### src/rtl/fifo_pkg.sv
// Shared widths and pointer/count types for the dual-port-RAM FIFO controller.
package fifo_pkg;
   localparam int unsigned FIFO_DATA_W = 8;
   localparam int unsigned FIFO_ADDR_W = 4;

   typedef logic [FIFO_ADDR_W-1:0] ptr_t;
   typedef logic [FIFO_ADDR_W:0]   cnt_t;
endpackage

### src/rtl/fifo_ptr.sv
// Wrapping RAM address pointer; advances by one when inc is high.
module fifo_ptr
   import fifo_pkg::*;
#(
   parameter int unsigned W = FIFO_ADDR_W
) (
   input  logic         clk,
   input  logic         rst_n,
   input  logic         inc,
   output logic [W-1:0] ptr
);

   // Natural W-bit overflow provides the modulo-DEPTH wrap.
   always_ff @(posedge clk or negedge rst_n) begin
      if (!rst_n) ptr <= '0;
      else        ptr <= ptr + W'(inc);
   end

endmodule

### src/rtl/dp_ram_fifo_ctrl.sv
// FWFT FIFO controller in front of a read-first, 1-cycle-latency dual-port RAM.
// Optional FIFO_LEVEL_EN adds level and almost_full outputs.
module dp_ram_fifo_ctrl
   import fifo_pkg::*;
#(
   parameter int unsigned DATA_W = FIFO_DATA_W,
   parameter int unsigned ADDR_W = FIFO_ADDR_W
) (
   input  logic              clk,
   input  logic              rst_n,
   input  logic              s_valid,
   input  logic [DATA_W-1:0] s_data,
   output logic              s_ready,
   output logic              m_valid,
   output logic [DATA_W-1:0] m_data,
   input  logic              m_ready,
`ifdef FIFO_LEVEL_EN
   output logic [ADDR_W:0]   level,
   output logic              almost_full,
`endif
   output logic              ram_we_a,
   output logic [ADDR_W-1:0] ram_addr_a,
   output logic [DATA_W-1:0] ram_din_a,
   output logic              ram_we_b,
   output logic [ADDR_W-1:0] ram_addr_b,
   output logic [DATA_W-1:0] ram_din_b,
   input  logic [DATA_W-1:0] ram_dout_b
);

   localparam int unsigned       DEPTH    = 1 << ADDR_W;
   localparam logic [ADDR_W:0]   FULL_CNT = (ADDR_W+1)'(DEPTH);

   logic              push;
   logic              pop;
   logic [ADDR_W-1:0] wr_ptr;
   logic [ADDR_W-1:0] rd_ptr;
   logic [ADDR_W-1:0] rd_ptr_nxt;
   logic [ADDR_W:0]   count;
   logic [ADDR_W:0]   count_nxt;

   // rst_n gate keeps a write from reaching the RAM while reset is held.
   always_comb begin
      s_ready    = (count != FULL_CNT);
      push       = s_valid & s_ready & rst_n;
      pop        = m_valid & m_ready;
      rd_ptr_nxt = rd_ptr + ADDR_W'(pop);
      count_nxt  = count + (ADDR_W+1)'(push) - (ADDR_W+1)'(pop);
   end

   fifo_ptr #(.W(ADDR_W)) u_wr_ptr (
      .clk   (clk),
      .rst_n (rst_n),
      .inc   (push),
      .ptr   (wr_ptr)
   );

   fifo_ptr #(.W(ADDR_W)) u_rd_ptr (
      .clk   (clk),
      .rst_n (rst_n),
      .inc   (pop),
      .ptr   (rd_ptr)
   );

   // Port B is addressed with the post-pop head so the RAM register
   // lands the new head on the same edge as the pop.
   always_comb begin
      ram_we_a   = push;
      ram_addr_a = wr_ptr;
      ram_din_a  = s_data;
      ram_we_b   = 1'b0;
      ram_addr_b = rd_ptr_nxt;
      ram_din_b  = '0;
      m_data     = ram_dout_b;
   end

   // A same-edge push is excluded from m_valid: read-first RAM hides it.
   always_ff @(posedge clk or negedge rst_n) begin
      if (!rst_n) begin
         count   <= '0;
         m_valid <= 1'b0;
      end else begin
         count   <= count_nxt;
         m_valid <= ((count - (ADDR_W+1)'(pop)) != '0);
      end
   end

`ifdef FIFO_LEVEL_EN
   assign level = count;

   always_ff @(posedge clk or negedge rst_n) begin
      if (!rst_n) almost_full <= 1'b0;
      else        almost_full <= (count_nxt >= (FULL_CNT - (ADDR_W+1)'(2)));
   end
`endif

endmodule

### config.mk
export PLATFORM = sky130hd
export DESIGN_NAME = dp_ram_fifo_ctrl
export DESIGN_NICKNAME = d
export VERILOG_FILES = /design/src/rtl/fifo_pkg.sv /design/src/rtl/fifo_ptr.sv /design/src/rtl/dp_ram_fifo_ctrl.sv
export SDC_FILE = /design/constraint.sdc
export NUM_CORES = 1
export LEC_CHECK = 0
export BUFFER_PORTS_ARGS = -buffer_cell sky130_fd_sc_hd__buf_2
export CAP_MARGIN = 30
export CORE_MARGIN = 2
export CORE_UTILIZATION = 40
export DETAILED_ROUTE_END_ITERATION = 16
export GPL_TIMING_DRIVEN = 0
export PLACE_DENSITY = 0.75
export SYNTH_ARGS = -nofsm -noshare
export SYNTH_HDL_FRONTEND = slang
export SYNTH_SLANG_ARGS = --single-unit
### constraint.sdc
create_clock -name clk -period 4.7 [get_ports clk]
set_clock_uncertainty 0.2 [all_clocks]
set_input_delay 0.705 -clock clk [delete_from_list [all_inputs] [get_ports clk]]
set_output_delay 0.705 -clock clk [all_outputs]
set_load 0.05 [all_outputs]
# ---- Yosys cells after proc, flatten, opt, wreduce, memory -nomap -nowiden
# Index checks and enable logic that the tools add are counted.
# Widths: inputs -> output; s select.
dict set report totals {
  reg_bits 14
  in_bits 20
}
dict set report classes {
  add_sub_neg 5
  eq_ne 1
  n_bitwise 3
  reduce_logical 1
}
# cell count
set op_table {}
lappend op_table {{$sub 5x1->5} 2}
lappend op_table {{$add 4x1->4} 2}
lappend op_table {{$add 5x1->5} 1}
lappend op_table {{$ne 5x5->1 const B} 1}
lappend op_table {{$reduce_bool 5->1} 1}
lappend op_table {{$and 1x1->1} 3}

# ---- Longest topological paths before layout
dict set report logic_depth {
  depth_word 5
  ltp_mapped 9
  depth_no_buf 9
}

# ---- Hierarchy
# Synthesis repeated with hierarchy kept, for this count alone.
dict set report hier_totals {
  hier_cells 92
  area_unflattened_um2 992.2
}
# module n_inst cells_per_inst area_per_inst_um2 seq_area_each_um2
set modules_own_cells {}
lappend modules_own_cells {dp_ram_fifo_ctrl 1 74 696.9 150.1}
lappend modules_own_cells {fifo_ptr 2 9 147.6 100.1}

# ---- Worst setup path before layout
# No wires, ideal clock.
dict set report synth_timing {
  path_type {reg2reg}
  from {register count[2]}
  to {register count[4]}
  setup_time_ns 0.125
  arrival_ns 2.733
  slack_ns 1.642
  path_stages_with_launch 10
  n_path_buf 0
  cell_sequence {dfrtp_1 -> inv_1 -> ha_1 -> nand4_1 -> and3_1 -> ha_1 -> fa_1 -> nand2b_1 -> a21oi_1 -> xnor2_1}
}
dict set report synth_between {
  elab_chain_cells 5
}
# element line
set synth_rtl {}
lappend synth_rtl {{start: declaration} dp_ram_fifo_ctrl.sv:38} ;# logic [ADDR_W:0] count;
lappend synth_rtl {{start signal: assignment} dp_ram_fifo_ctrl.sv:82} ;# count <= count_nxt;
lappend synth_rtl {{$ne 5x5->1} dp_ram_fifo_ctrl.sv:43} ;# s_ready = (count != FULL_CNT);
lappend synth_rtl {{net s_ready} dp_ram_fifo_ctrl.sv:13} ;# output logic s_ready,
lappend synth_rtl {{$and 1x1->1 (2 in series)} dp_ram_fifo_ctrl.sv:44} ;# push = s_valid & s_ready & rst_n;
lappend synth_rtl {{net ram_we_a} dp_ram_fifo_ctrl.sv:21} ;# output logic ram_we_a,
lappend synth_rtl {{$add 5x1->5} dp_ram_fifo_ctrl.sv:47} ;# count_nxt = count + (ADDR_W+1)'(push) - (ADDR_W+1)'(pop);
lappend synth_rtl {{$sub 5x1->5} dp_ram_fifo_ctrl.sv:47}
lappend synth_rtl {{net count_nxt[4]} dp_ram_fifo_ctrl.sv:39} ;# logic [ADDR_W:0] count_nxt;
# The timed path passes the listed nets, and every way through them passes these cells.

# ---- Worst setup path after layout
dict set report layout_timing {
  from {input m_ready}
  to {output ram_addr_b[2]}
}
dict set report layout_between {
  elab_chain_cells 2
}
# element line
set layout_rtl {}
lappend layout_rtl {{start: declaration} dp_ram_fifo_ctrl.sv:16} ;# input logic m_ready,
lappend layout_rtl {{$and 1x1->1} dp_ram_fifo_ctrl.sv:45} ;# pop = m_valid & m_ready;
lappend layout_rtl {{$add 4x1->4} dp_ram_fifo_ctrl.sv:46} ;# rd_ptr_nxt = rd_ptr + ADDR_W'(pop);
lappend layout_rtl {{end: declaration} dp_ram_fifo_ctrl.sv:25} ;# output logic [ADDR_W-1:0] ram_addr_b,
# No other way between the ends.

==> flow_summary.json <==
{
  "worstPathMaxFanout": 2,
  "instances_no_fill": 157,
  "finalMaxSlewViolations": 0,
  "top_layer": "met3",
  "antenna_found_initial": 0,
  "syn_area_per_cell_um2": 10.86,
  "start_kind": "primary input",
  "gr-total-overflow": 0,
  "avgRoutedWirePerCell_um": 9.446,
  "hold_viol_final": 0,
  "first_global_vias": 554,
  "rsz0062_at_grt": "false",
  "drive_above_1_share_pct": 48.06,
  "cp-end-kind": "output pin",
  "track_usage_pct": 10.21,
  "wl_met2_um": 739,
  "root_buffer": "clkbuf_4",
  "synth_area_leaders": "dfrtp_1 37%, buf_4 20%, ha_1 17%",
  "ctsHoldBuffers": 0,
  "start_util_pct": 42.70,
  "die_y_um": 52.60,
  "tns_ns": 0,
  "gp_congestion": 0.8015,
  "diodes": 0,
  "reg2reg_depth": 9,
  "maxCapViolCount": 0,
  "grt_pass1_wl_um": 2139,
  "htree_num_levels": 1,
  "antenna_left": 0,
  "rows": 17,
  "port-buffer-count": 30,
  "drt-initial-drc-count": 2,
  "synth-seq-cells": 14,
  "reg2reg_slack_ns": 2.32,
  "cts_tree": "built",
  "syn2layout_area_growth_pct": 26.62,
  "vias": 663,
  "numCtsBuffers": 3,
  "cts_max_path_buffers": 2,
  "path_class": "primary input to output pin",
  "numPlacedInstances": 153,
  "postCtsSetupBuffers": 0,
  "syn_area_um2": 944.7,
  "synth_seq_area_share_pct": 37.09,
  "status": "finished clean",
  "hpwl_um": 1291,
  "route.met3.wl_um": 160,
  "synth.distinct_cells": 21,
  "setup_viol": 0,
  "routed_wl_um": 1483,
  "fin_nets": 164,
  "yosysTopAreaCellShare_pct": 37.09,
  "design.core.area_um2": 2212,
  "peakVddDrop_mv": 0.4793,
  "power.density_nw_per_um2": 730.5,
  "yosys_warnings": 0,
  "io_pins": 56,
  "p_leak_nw": 0.6648,
  "r2r_end": "count[4]",
  "critPathRequiredTime_ns": 3.80,
  "wirelength_met1_um": 584,
  "clock-sinks": 14,
  "hp-class": "primary input to async pin",
  "fin_crit_ns": 2.698,
  "synthCells": 87,
  "drcViolationCount": 0,
  "arrival_ns": 1.79,
  "cts.repair.resized": 0,
  "period_share_pct": 57.40,
  "max_freq_mhz": 370.7,
  "yosys.area.top_type": "dfrtp_1",
  "detail_route.first_pass.iterations": 3,
  "worstReg2RegStart": "count[2]",
  "vias_per_cell": 4.223,
  "clk_pin_slew_worst_paths_ns": 0.09,
  "die_area_um2": 2766,
  "dieWidth_um": 52.60,
  "clkLatencyLatePin_ns": 0.27,
  "grt_start_max_net_pins": 16,
  "power_mw": 0.8737
}
cells in the final DEF, fill, tap and decap left out, drive strengths merged:
| cell type | instances |
|---|---|
| and2 | 1 |
| nor2b | 1 |
| ha | 13 |
| o21bai | 1 |
| nand4 | 1 |
| clkbuf | 4 |
| buf | 55 |
| dfrtp | 14 |
| a21o | 1 |
| and3 | 2 |
| fa | 1 |
| a2111oi | 1 |
| conb | 9 |
| a21oi | 3 |
| o21ai | 1 |
| xnor2 | 5 |
| inv | 6 |
| nand2b | 2 |
| nor2 | 1 |
| nand3 | 3 |
| xor2 | 4 |
worst max-delay path by stage:
stage                         from       endpoint  slack (ns)  cells after the start
after CTS                  m_ready  ram_addr_b[2]        1.99                      6
after floorplan           count[2]       count[4]        1.64                      9
after global routing       m_ready  ram_addr_b[2]        1.92                      6
final                      m_ready  ram_addr_b[2]        2.00                      6
after global placement     m_ready  ram_addr_b[2]        2.01                      6
after detailed placement   m_ready  ram_addr_b[2]        1.99                      6
worst max-delay path: stages:
cell and delay (ns):
buf_2 0.09, and2_1 0.15, ha_1 0.20, ha_1 0.19, xor2_1 0.16, buf_2 0.29
per-stage QoR:
step / area (um^2) / hold WS (ns) / utilization, % / setup WS, ns
detailed placement: 1160 / 0.2607 / 52.43 / 1.986
global route: 1196 / 0.1293 / 54.07 / 1.923
floorplan: 974.7 / 0.2094 / - / 1.642
finish: 1196 / 0.1107 / 54.07 / 2.002
global placement: 1160 / 0.2553 / 52.43 / 2.010
CTS: 1196 / 0.1188 / 54.07 / 1.986
cell type report:
cell class                 instances  area, um^2
buffer                            25       187.7
clock buffer                       4       36.28
fill                             211        1016
inverter                           6       22.52
multi-input combinational         50       414.1
sequential                        14       350.3
tap                               28       35.03
timing repair buffer              30       150.1
registers in the layout, summed over array words and instances, names as in the netlist:
| register | flops |
|---|---|
| u_wr_ptr.ptr | 4 |
| u_rd_ptr.ptr | 4 |
| m_valid | 1 |
| count | 5 |
metal layers:
layer	vias up	GRT usage, %
li1	330	-
met1	299	11.45
met2	34	19.58
met5	-	0
met4	0	1.282
met3	0	2.571
cells in the mapped netlist:
| library cell | number |
|---|---|
| buf_4 | 25 |
| dfrtp_1 | 14 |
| ha_1 | 13 |
| inv_1 | 6 |
| xnor2_1 | 5 |
| xor2_1 | 4 |
| a21oi_1 | 3 |
| and3_1 | 2 |
| nand2b_1 | 2 |
| nand3_1 | 2 |
| a2111oi_2 | 1 |
| a21o_2 | 1 |
| and2_1 | 1 |
| conb_1 | 1 |
| fa_1 | 1 |
| nand3_2 | 1 |
| nand4_1 | 1 |
| nor2_1 | 1 |
| nor2b_1 | 1 |
| o21ai_1 | 1 |
| o21bai_1 | 1 |
power breakdown:
group / switching, mW / total, mW / internal (mW) / leakage (nW)
sequential: 0.0415 / 0.227 / 0.186 / 0.161
combinational: 0.376 / 0.561 / 0.184 / 0.482
clock: 0.0388 / 0.0858 / 0.0470 / 0.0210
total: 0.457 / 0.874 / 0.417 / 0.665
logic make-up (layout without fill, tap and decap cells):
| kind of cell | Yosys count | in the layout | share of synthesized area [%] |
|---|---|---|---|
| buf+inv | 31 | 65 | 22.25 |
| fa+ha+maj | 14 | 14 | 19.34 |
| flops | 14 | 14 | 37.09 |
| simple gates | 11 | 11 | 7.153 |
| xor+xnor | 9 | 9 | 8.344 |
| compound gates | 7 | 7 | 5.429 |
| other cells | 1 | 9 | 0.3970 |
Note: power is estimated with default switching activity, not from simulation.
